## config.mk

```make
export PLATFORM = sky130hd
export DESIGN_NAME = uart_phy
export DESIGN_NICKNAME = d
export VERILOG_FILES = /design/src/rtl/uart_phy.sv
export SDC_FILE = /design/constraint.sdc
export NUM_CORES = 1
export LEC_CHECK = 0
export ABC_CLOCK_PERIOD_IN_PS = 2000
export BUFFER_PORTS_ARGS = -buffer_cell sky130_fd_sc_hd__buf_2
export CAP_MARGIN = 25
export CORE_MARGIN = 2
export CORE_UTILIZATION = 40
export CTS_CLUSTER_DIAMETER = 30
export DETAILED_ROUTE_END_ITERATION = 6
export PLACE_DENSITY = 0.58
export SYNTH_ARGS = -nofsm -noshare
export SYNTH_HDL_FRONTEND = slang
export SYNTH_SLANG_ARGS = --single-unit
export TNS_END_PERCENT = 5
```

## constraint.sdc

```tcl
create_clock -name clk -period 2 [get_ports clk]
set_clock_uncertainty 0.05 [all_clocks]
set_input_delay 0.2 -clock clk [delete_from_list [all_inputs] [get_ports clk]]
set_output_delay 0.2 -clock clk [all_outputs]
set_load 0.02 [all_outputs]
```

## src/rtl/uart_phy.sv

```systemverilog
`default_nettype none
// ============================================================================
// Module      : uart_phy
// Description : Serial PHY beneath the UART lite register block. The TX path
//               takes a byte strobe into a one-entry holding register and
//               serialises it onto uart_txd as 8N1. The RX path synchronises
//               uart_rxd, deserialises 8N1 frames and emits one-cycle
//               rx_ready / rx_ferr pulses.
//               Bit timing is fixed at CLK_DIV clocks per bit.
// Optional    : `define UART_PHY_PARITY_EN adds an even-parity bit to both
//               directions and the rx_perr output port.
// Ports       : clk       system clock, rising edge
//               rst       asynchronous active-high reset
//               tx_data   byte to send, taken when tx_valid && tx_ready
//               tx_valid  single-cycle transmit strobe
//               tx_ready  1 = holding register empty
//               rx_data   last good received byte (held)
//               rx_ready  one-cycle pulse per good byte
//               rx_ferr   one-cycle pulse on framing error
//               rx_perr   one-cycle pulse on parity error (parity build only)
//               uart_txd  serial out, idle high
//               uart_rxd  serial in, asynchronous
// Revision    : 1.0 - initial release
// ============================================================================
module uart_phy #(
   parameter int CLK_DIV     = 434,
   parameter int SYNC_STAGES = 2
) (
   input  logic       clk,
   input  logic       rst,
   input  logic [7:0] tx_data,
   input  logic       tx_valid,
   output logic       tx_ready,
   output logic [7:0] rx_data,
   output logic       rx_ready,
   output logic       rx_ferr,
`ifdef UART_PHY_PARITY_EN
   output logic       rx_perr,
`endif
   output logic       uart_txd,
   input  logic       uart_rxd
);

   localparam int CNT_W = $clog2(CLK_DIV);
   localparam logic [CNT_W-1:0] BIT_LAST  = CNT_W'(CLK_DIV - 1);
   localparam logic [CNT_W-1:0] HALF_LAST = CNT_W'(CLK_DIV / 2 - 1);

   generate
      if (CLK_DIV < 4) begin : g_bad_clk_div
         $error("uart_phy: CLK_DIV must be >= 4");
      end
      if (SYNC_STAGES < 2) begin : g_bad_sync_stages
         $error("uart_phy: SYNC_STAGES must be >= 2");
      end
   endgenerate

   // ------------------------------------------------------------------------
   // Transmitter
   // ------------------------------------------------------------------------
   localparam logic [2:0] TX_IDLE   = 3'd0;
   localparam logic [2:0] TX_START  = 3'd1;
   localparam logic [2:0] TX_DATA   = 3'd2;
   localparam logic [2:0] TX_STOP   = 3'd3;
`ifdef UART_PHY_PARITY_EN
   localparam logic [2:0] TX_PARITY = 3'd4;
`endif

   logic [2:0]       tx_state;
   logic [CNT_W-1:0] tx_cnt;
   logic [2:0]       tx_idx;
   logic [7:0]       tx_hold;
   logic [7:0]       tx_shift;
`ifdef UART_PHY_PARITY_EN
   logic             tx_par;
`endif
   logic             tx_bit_end;
   logic             tx_load;

   assign tx_bit_end = (tx_state != TX_IDLE) && (tx_cnt == BIT_LAST);
   // tx_ready low means the holding register is full. A pending byte is
   // launched from IDLE, or straight out of the end of STOP with no gap.
   assign tx_load    = !tx_ready &&
                       ((tx_state == TX_IDLE) || ((tx_state == TX_STOP) && tx_bit_end));

   always_ff @(posedge clk or posedge rst) begin
      if (rst) begin
         tx_state <= TX_IDLE;
         tx_cnt   <= '0;
         tx_idx   <= '0;
         tx_hold  <= '0;
         tx_shift <= '0;
         tx_ready <= 1'b1;
         uart_txd <= 1'b1;
`ifdef UART_PHY_PARITY_EN
         tx_par   <= 1'b0;
`endif
      end else begin
         // Strobes arriving while the holding register is full are dropped.
         if (tx_valid && tx_ready) begin
            tx_hold  <= tx_data;
            tx_ready <= 1'b0;
         end

         if (tx_state != TX_IDLE) begin
            tx_cnt <= tx_bit_end ? '0 : tx_cnt + 1'b1;
         end

         if (tx_bit_end) begin
            case (tx_state)
               TX_START: begin
                  tx_state <= TX_DATA;
                  tx_idx   <= '0;
                  uart_txd <= tx_shift[0];
               end
               TX_DATA: begin
                  if (tx_idx == 3'd7) begin
`ifdef UART_PHY_PARITY_EN
                     tx_state <= TX_PARITY;
                     uart_txd <= tx_par;
`else
                     tx_state <= TX_STOP;
                     uart_txd <= 1'b1;
`endif
                  end else begin
                     tx_idx   <= tx_idx + 1'b1;
                     tx_shift <= {1'b0, tx_shift[7:1]};
                     uart_txd <= tx_shift[1];
                  end
               end
`ifdef UART_PHY_PARITY_EN
               TX_PARITY: begin
                  tx_state <= TX_STOP;
                  uart_txd <= 1'b1;
               end
`endif
               TX_STOP: begin
                  tx_state <= TX_IDLE;
                  uart_txd <= 1'b1;
               end
               default: begin
                  tx_state <= TX_IDLE;
                  uart_txd <= 1'b1;
               end
            endcase
         end

         // Launch overrides the STOP->IDLE transition above.
         if (tx_load) begin
            tx_shift <= tx_hold;
            tx_ready <= 1'b1;
            tx_state <= TX_START;
            tx_cnt   <= '0;
            tx_idx   <= '0;
            uart_txd <= 1'b0;
`ifdef UART_PHY_PARITY_EN
            tx_par   <= ^tx_hold;
`endif
         end
      end
   end

   // ------------------------------------------------------------------------
   // Receiver
   // ------------------------------------------------------------------------
   logic [SYNC_STAGES-1:0] rx_sync;
   logic                   rxd_s;

   always_ff @(posedge clk or posedge rst) begin
      if (rst) begin
         rx_sync <= '1;
      end else begin
         rx_sync <= {rx_sync[SYNC_STAGES-2:0], uart_rxd};
      end
   end

   assign rxd_s = rx_sync[SYNC_STAGES-1];

   localparam logic [2:0] RX_IDLE      = 3'd0;
   localparam logic [2:0] RX_START     = 3'd1;
   localparam logic [2:0] RX_DATA      = 3'd2;
   localparam logic [2:0] RX_STOP      = 3'd3;
   localparam logic [2:0] RX_WAIT_HIGH = 3'd4;
`ifdef UART_PHY_PARITY_EN
   localparam logic [2:0] RX_PARITY    = 3'd5;
`endif

   logic [2:0]       rx_state;
   logic [CNT_W-1:0] rx_cnt;
   logic [2:0]       rx_idx;
   logic [7:0]       rx_shift;
`ifdef UART_PHY_PARITY_EN
   logic             rx_par_bit;
`endif
   logic             rx_bit_end;

   assign rx_bit_end = (rx_cnt == BIT_LAST);

   always_ff @(posedge clk or posedge rst) begin
      if (rst) begin
         rx_state   <= RX_IDLE;
         rx_cnt     <= '0;
         rx_idx     <= '0;
         rx_shift   <= '0;
         rx_data    <= '0;
         rx_ready   <= 1'b0;
         rx_ferr    <= 1'b0;
`ifdef UART_PHY_PARITY_EN
         rx_par_bit <= 1'b0;
         rx_perr    <= 1'b0;
`endif
      end else begin
         rx_ready <= 1'b0;
         rx_ferr  <= 1'b0;
`ifdef UART_PHY_PARITY_EN
         rx_perr  <= 1'b0;
`endif
         case (rx_state)
            RX_IDLE: begin
               rx_cnt <= '0;
               if (!rxd_s) begin
                  rx_state <= RX_START;
               end
            end
            // Half a bit into the start bit: a line back at 1 was a glitch.
            RX_START: begin
               if (rx_cnt == HALF_LAST) begin
                  rx_cnt   <= '0;
                  rx_idx   <= '0;
                  rx_state <= rxd_s ? RX_IDLE : RX_DATA;
               end else begin
                  rx_cnt <= rx_cnt + 1'b1;
               end
            end
            RX_DATA: begin
               if (rx_bit_end) begin
                  rx_cnt   <= '0;
                  rx_shift <= {rxd_s, rx_shift[7:1]};
                  if (rx_idx == 3'd7) begin
`ifdef UART_PHY_PARITY_EN
                     rx_state <= RX_PARITY;
`else
                     rx_state <= RX_STOP;
`endif
                  end else begin
                     rx_idx <= rx_idx + 1'b1;
                  end
               end else begin
                  rx_cnt <= rx_cnt + 1'b1;
               end
            end
`ifdef UART_PHY_PARITY_EN
            RX_PARITY: begin
               if (rx_bit_end) begin
                  rx_cnt     <= '0;
                  rx_par_bit <= rxd_s;
                  rx_state   <= RX_STOP;
               end else begin
                  rx_cnt <= rx_cnt + 1'b1;
               end
            end
`endif
            RX_STOP: begin
               if (rx_bit_end) begin
                  rx_cnt <= '0;
                  if (rxd_s) begin
                     rx_state <= RX_IDLE;
`ifdef UART_PHY_PARITY_EN
                     if (rx_par_bit != ^rx_shift) begin
                        rx_perr <= 1'b1;
                     end else begin
                        rx_data  <= rx_shift;
                        rx_ready <= 1'b1;
                     end
`else
                     rx_data  <= rx_shift;
                     rx_ready <= 1'b1;
`endif
                  end else begin
                     // Framing error wins over any parity result.
                     rx_ferr  <= 1'b1;
                     rx_state <= RX_WAIT_HIGH;
                  end
               end else begin
                  rx_cnt <= rx_cnt + 1'b1;
               end
            end
            // Hold off until the line idles so a break gives one rx_ferr only.
            RX_WAIT_HIGH: begin
               rx_cnt <= '0;
               if (rxd_s) begin
                  rx_state <= RX_IDLE;
               end
            end
            default: begin
               rx_state <= RX_IDLE;
               rx_cnt   <= '0;
            end
         endcase
      end
   end

endmodule
`default_nettype wire
```

After elaboration in Yosys (flattened, before gate mapping)
Cells that the tools add are included.
{"block": "totals", "input_bits": 12, "reg_bits": 68, "out_inout_bits": 12, "wordCells": 107}
{"block": "op_classes", "n_reduce_logical": 23, "add_sub_neg": 4, "mux": 43, "n_eq_ne": 22}
{"cell": "$mux 3", "n": 16}
{"cell": "$mux 9", "n": 5}
{"cell": "$mux 8", "n": 4}
{"cell": "$add 9x1->9 const B", "n": 2}
{"cell": "$eq 9x9->1 const B", "n": 2}
{"cell": "$pmux 3 s2", "n": 3}
{"cell": "$pmux 9 s2", "n": 1}
{"cell": "$ne 2x2->1 const B", "n": 8}
{"cell": "$pmux 3 s5", "n": 1}
{"cell": "$eq 3x2->1 const B", "n": 4}
{"cell": "$mux 1", "n": 11}
{"cell": "$reduce_bool 2->1", "n": 5}
{"cell": "$eq 3x3->1 const B", "n": 3}
{"cell": "$eq 9x8->1 const B", "n": 1}
{"cell": "$reduce_and 3->1", "n": 3}
{"cell": "$add 3x1->3 const B", "n": 2}
{"cell": "$eq 3x1->1 const B", "n": 2}
{"cell": "$logic_not 3->1", "n": 2}
{"cell": "$ne 3x3->1 const B", "n": 2}
{"cell": "$reduce_and 6->1", "n": 1}
{"cell": "$reduce_bool 3->1", "n": 2}
{"cell": "$logic_and 1x1->1", "n": 4}
{"cell": "$reduce_and 2->1", "n": 2}
{"cell": "$reduce_and 4->1", "n": 1}
{"cell": "5 further kinds", "n": 5}

Depth between registers and ports, before layout
{"block": "depth", "word_depth": 7, "mapped_depth": 7, "ltp_nobuf": 6}

Worst setup path before layout
No wires, ideal clock.
{"block": "synth_timing", "path_type": "flip-flop to flip-flop", "start": "reg tx_state[0]", "end": "reg tx_state[0]", "period_less_slack_ps": 1816, "t_arrival_ps": 1636, "slack_ps": 184, "t_required_ps": 1820, "setup_ps": 130, "path_buffers": 1, "stages_incl_launch_ff": 7, "path_cell_list": "dfrtp_1 > inv_1 > ha_1 > and4bb_2 > a41oi_2 > buf_2 > o21ai_0"}
{"block": "synth_between", "elab_chain_cells": 7, "word_cells_on_any_way": 15, "classes_between": "eq/ne (4); mux (3); reduce/logical (8)"}
{"item": "start, declared", "line": "68", "text": "logic [2:0] tx_state;"}
{"item": "start signal, assigned", "line": "87", "text": "tx_state <= TX_IDLE;"}
{"item": "start signal, assigned", "line": "111", "text": "tx_state <= TX_DATA;"}
{"item": "start signal, assigned", "line": "121", "text": "tx_state <= TX_STOP;"}
{"item": "$reduce_bool 3->1", "line": "79", "text": "assign tx_bit_end = (tx_state != TX_IDLE) && (tx_cnt == BIT_LAST);"}
{"item": "$logic_and 1x1->1", "line": "79"}
{"item": "$logic_and 1x1->1", "line": "83", "text": "((tx_state == TX_IDLE) || ((tx_state == TX_STOP) && tx_bit_end));"}
{"item": "$logic_or 1x1->1", "line": "83"}
{"item": "$logic_and 1x1->1", "line": "82", "text": "assign tx_load = !tx_ready &&"}
{"item": "$ne 3x3->1 (no line) / $reduce_bool 2->1 (equally long branches)"}
{"item": "$reduce_and 2->1 (no line)"}
Parallel ways exist; a longest one is shown, timed or not. The select of a mux whose other input is x is not followed.
A chain may end at the register's enable or synchronous reset.

Final worst setup path
{"block": "layout_timing", "start": "reg tx_state[0]", "end": "reg tx_idx[0]"}
{"block": "layout_between", "elab_chain_cells": 7, "word_cells_on_any_way": 16, "classes_between": "eq/ne (4); mux (3); reduce/logical (9)"}
{"item": "$reduce_bool 3->1", "line": "79"}
{"item": "$logic_and 1x1->1", "line": "79"}
{"item": "$logic_and 1x1->1", "line": "83"}
{"item": "$logic_or 1x1->1", "line": "83"}
{"item": "$logic_and 1x1->1", "line": "82"}
{"item": "$ne 3x3->1 (no line), or another cell as far along"}
{"item": "$reduce_and 3->1 (no line)"}
{"item": "end signal, assigned", "line": "125", "text": "tx_idx <= tx_idx + 1'b1;"}
{"item": "end, declared", "line": "70", "text": "logic [2:0] tx_idx;"}
Parallel ways exist; a longest one is shown, timed or not. The select of a mux whose other input is x is not followed.

==> impl_metrics.toml <==
[placement]
io_buffers = 23
routabilityCongestion = 0.789
placed_cells = 405
detailedPlacementHpwl_um = 4110

[worst_hold_path]
hold_path.class = "in -> reg"

[synthesis]
synth_warnings = 0
seq_area_frac_synth_pct = 52.6
synth.top_cells.by_area = "sky130_fd_sc_hd__dfrtp_1 49%, sky130_fd_sc_hd__mux2_2 8.8%, sky130_fd_sc_hd__ha_1 5.1%, sky130_fd_sc_hd__xor2_1 3.6%, sky130_fd_sc_hd__dfstp_2 3.3%"
synth_edf_count = 0
postSynthCellCount = 274
postSynthRegisterBits = 67
avgSynthCellArea_um2 = 11.7
synthesis.area_um2 = 3200
largest_area_contributor_in_the_synthesized_netlist = "sky130_fd_sc_hd__dfrtp_1"
yosys.cell_types.count = 48
synthDominantCellAreaShare_pct = 49.3
synth_fp_nets = 299
asyncSetResetFlopFracSynth_pct = 100
synth-main-ff-cell = "sky130_fd_sc_hd__dfrtp_1"

[drt]
ant_nets = 0
num_vias = 2144
drt_drc = 0
drt_pass1_iterations = 4
detail_route.wl_per_cell_um = 14.0
detail_route.iter0.violations = 37
drt-total-wl_um = 5920
detail_route.vias_per_cell = 5.06

[critical_path]
crit_arrival_ns = 2.09
timing.critical_path.from_type = "flop"
critPathCaptureType = "flop"
crit_slowest_cell = "sky130_fd_sc_hd__dfrtp_1"
crit_path_max_fanout = 5
cp_cell_sequence = "inv_1 > ha_1 > and4bb_2 > o2111ai_1 > or3b_1 > a21oi_1"
crit_type = "reg -> reg"
critPathRequiredTime_ns = 2.21
critical_path.max_stage_delay_ns = 0.40

[pwr]
leak_nw = 1.81
peak_supply_drop_mv = 0.381
power_per_cell_area_nw_per_um2 = 984

[timing]
slew_violations = 0
tightestPinTransition_ns = 0.471
post-route-min-period_ns = 1.88
worst_slew_margin_rel_pct = 68.5
finalCritPeriodShare_pct = 93.9
fin_worst_hold_slack_ns = 0.0328
setup-violations-final = 0
fmax_ghz = 0.532
unrepaired_setup_endpoints_after_global_routing = "yes"
finalHoldViolCount = 0

[clock_tree]
ctsLongestPathBuffers = 2
clock-sinks = 67
cts_root_buffer = "sky130_fd_sc_hd__clkbuf_8"
path_clk_slew_ns = 0.08
clock_latency_ns = 0.35
cts-buffers-inserted = 9
cts_tree = "yes"
cts_htree_levels = 3

[floorplanning]
placementRows = 32
io_pins = 24
starting_density_of_the_core_pct = 41.4
core-area_um2 = 7730
die_height_um = 93.4
die_area_um2 = 8720
die_width_um = 93.4

[grt]
grt_max_degree = 31
grt_first_pass_wirelength_um = 10600
grt_usage_pct = 15.6
grt_antenna_before_repair = 0
vias_in_the_first_global_route = 2268
grt-ovfl-total = 0

[final_layout]
num_antenna_cells = 0
seq_area_um2 = 1680
areaGrowthSynthToFinish_pct = 19.8
num-nets-final = 342
final_layout_size_suffix_gt1_share_pct = 31.1
fill_cells = 725
multi_input_comb_area_um2 = 1450
stdcell_count = 424

[run_status]
status = "completed"

[run]
timing.max_cap.violations = 0
path summary, 6_finish.rpt:
check	from	end	slack, ns	cells past startpoint
min	tx_data[7]	tx_hold[7]	0.03	2
max	tx_state[0]	tx_idx[0]	0.12	6
max reg2reg	tx_state[0]	tx_idx[0]	0.12	6
min reg2reg	rx_sync[0]	rx_sync[1]	0.31	0
max in group asynchronous	rst	uart_txd	0.94	4
min in group asynchronous	rst	rx_data[4]	0.36	3
Yosys cell counts (all sizes together), types with 2 or more instances:
| cell type | number |
|---|---|
| dfrtp | 63 |
| nor2 | 27 |
| mux2 | 25 |
| a21oi | 14 |
| ha | 13 |
| xor2 | 13 |
| nand2 | 12 |
| nand4 | 12 |
| inv | 11 |
| nand3 | 10 |
| mux2i | 7 |
| nor2b | 7 |
| buf | 5 |
| and4 | 4 |
| clkbuf | 4 |
| dfstp | 4 |
| o21ai | 4 |
| and2 | 3 |
| and3 | 3 |
| and4bb | 3 |
| a22o | 2 |
| a31oi | 2 |
| and3b | 2 |
| nand3b | 2 |
| nor3 | 2 |
| nor4 | 2 |
| o31a | 2 |
per-stage QoR:
step / setup WS [ns] / power (mW) / TNS [ns] / cell area [um2] / utilization (%)
after floorplan: 0.0735 / 2.22 / 0 / 3200 / -
after global placement: 0.160 / 2.39 / 0 / 3530 / 45.7
after detailed placement: 0.104 / 2.41 / 0 / 3530 / 45.7
after CTS: 0.0842 / 3.83 / 0 / 3810 / 49.3
after global routing: -0.0346 / 4.01 / -0.0346 / 3830 / 49.5
final: 0.121 / 3.77 / 0 / 3830 / 49.5
power breakdown:
group	switching (mW)	leakage, nW	internal [mW]	total, mW
Sequential	0.194	0.854	1.60	1.80
Clock	0.551	0.120	0.836	1.39
Combinational	0.287	0.837	0.296	0.584
Total	1.03	1.81	2.74	3.77
cells in the final DEF, fill, tap and decap left out, types with 4 or more instances in the layout:
master | synthesis | final
sky130_fd_sc_hd__nand3_1 | 10 | 10
sky130_fd_sc_hd__nand2_1 | 12 | 12
sky130_fd_sc_hd__xor2_1 | 13 | 13
sky130_fd_sc_hd__a21oi_1 | 14 | 14
sky130_fd_sc_hd__dfstp_2 | 4 | 4
sky130_fd_sc_hd__ha_1 | 13 | 12
sky130_fd_sc_hd__nor2b_1 | 7 | 6
sky130_fd_sc_hd__o21ai_0 | 4 | 4
sky130_fd_sc_hd__nand4_1 | 11 | 11
sky130_fd_sc_hd__dfrtp_1 | 63 | 63
sky130_fd_sc_hd__nor2_1 | 26 | 26
sky130_fd_sc_hd__buf_4 | 1 | 13
sky130_fd_sc_hd__mux2i_1 | 7 | 7
sky130_fd_sc_hd__mux2_2 | 25 | 25
sky130_fd_sc_hd__and4_1 | 4 | 4
sky130_fd_sc_hd__buf_2 | 4 | 23
sky130_fd_sc_hd__inv_1 | 11 | 10
sky130_fd_sc_hd__clkbuf_8 | 0 | 9
critical path: cells and delay by family (launching register included):
kind / cells / cell delay, ns
compound gates: 2 / 0.31
simple gates: 2 / 0.76
fa+ha+maj: 1 / 0.21
flops: 1 / 0.40
buf+inv: 1 / 0.08
cells by family (layout without fill, tap and decap cells):
family / Yosys count / in the layout / synth area share (%)
buffers and inverters: 20 / 68 / 2.66
AOI/OAI and AO/OA: 34 / 34 / 7.36
adders and majority gates: 13 / 13 / 5.09
and+or+nand+nor: 94 / 94 / 17.4
xor gates and xnor gates: 14 / 14 / 3.84
DFF: 67 / 67 / 52.6
muxes: 32 / 32 / 11.0
registers in the layout, indices dropped and copies added (netlist names):
name	count
rx_shift	8
rx_ferr	1
rx_cnt	9
uart_txd	1
tx_idx	3
tx_shift	8
tx_state	2
rx_data	8
tx_ready	1
rx_idx	3
rx_ready	1
tx_cnt	9
rx_sync	2
tx_hold	8
rx_state	3
per-layer routing:
metal  vias to the layer above  GRT usage, %  wire length (um)
met5                         -             0                 0
met4                         0          4.78                65
met3                         6          5.32               170
met2                        18          26.3              2860
met1                      1060          18.9              2820
li1                       1060             -                 -
repair_timing:
item | CTS | global route
setup buffers | 0 | 0
hold buffers | 3 | 0
setup endpoints to repair | 0 | 18
resized for setup | 0 | 6
endpoints found under the hold margin | 18 | 0
area by class of cell:
cell class                      count  share of cell area (%)
Timing Repair Buffer               41                    7.39
Clock inverter                      7                    3.24
Tap cell                          102                    3.33
Clock buffer                        9                    3.24
Inverter                           11                    1.08
Multi-Input combinational cell    187                    37.8
Sequential cell                    67                    43.9
No activity file was read; power rests on OpenSTA's default activity.
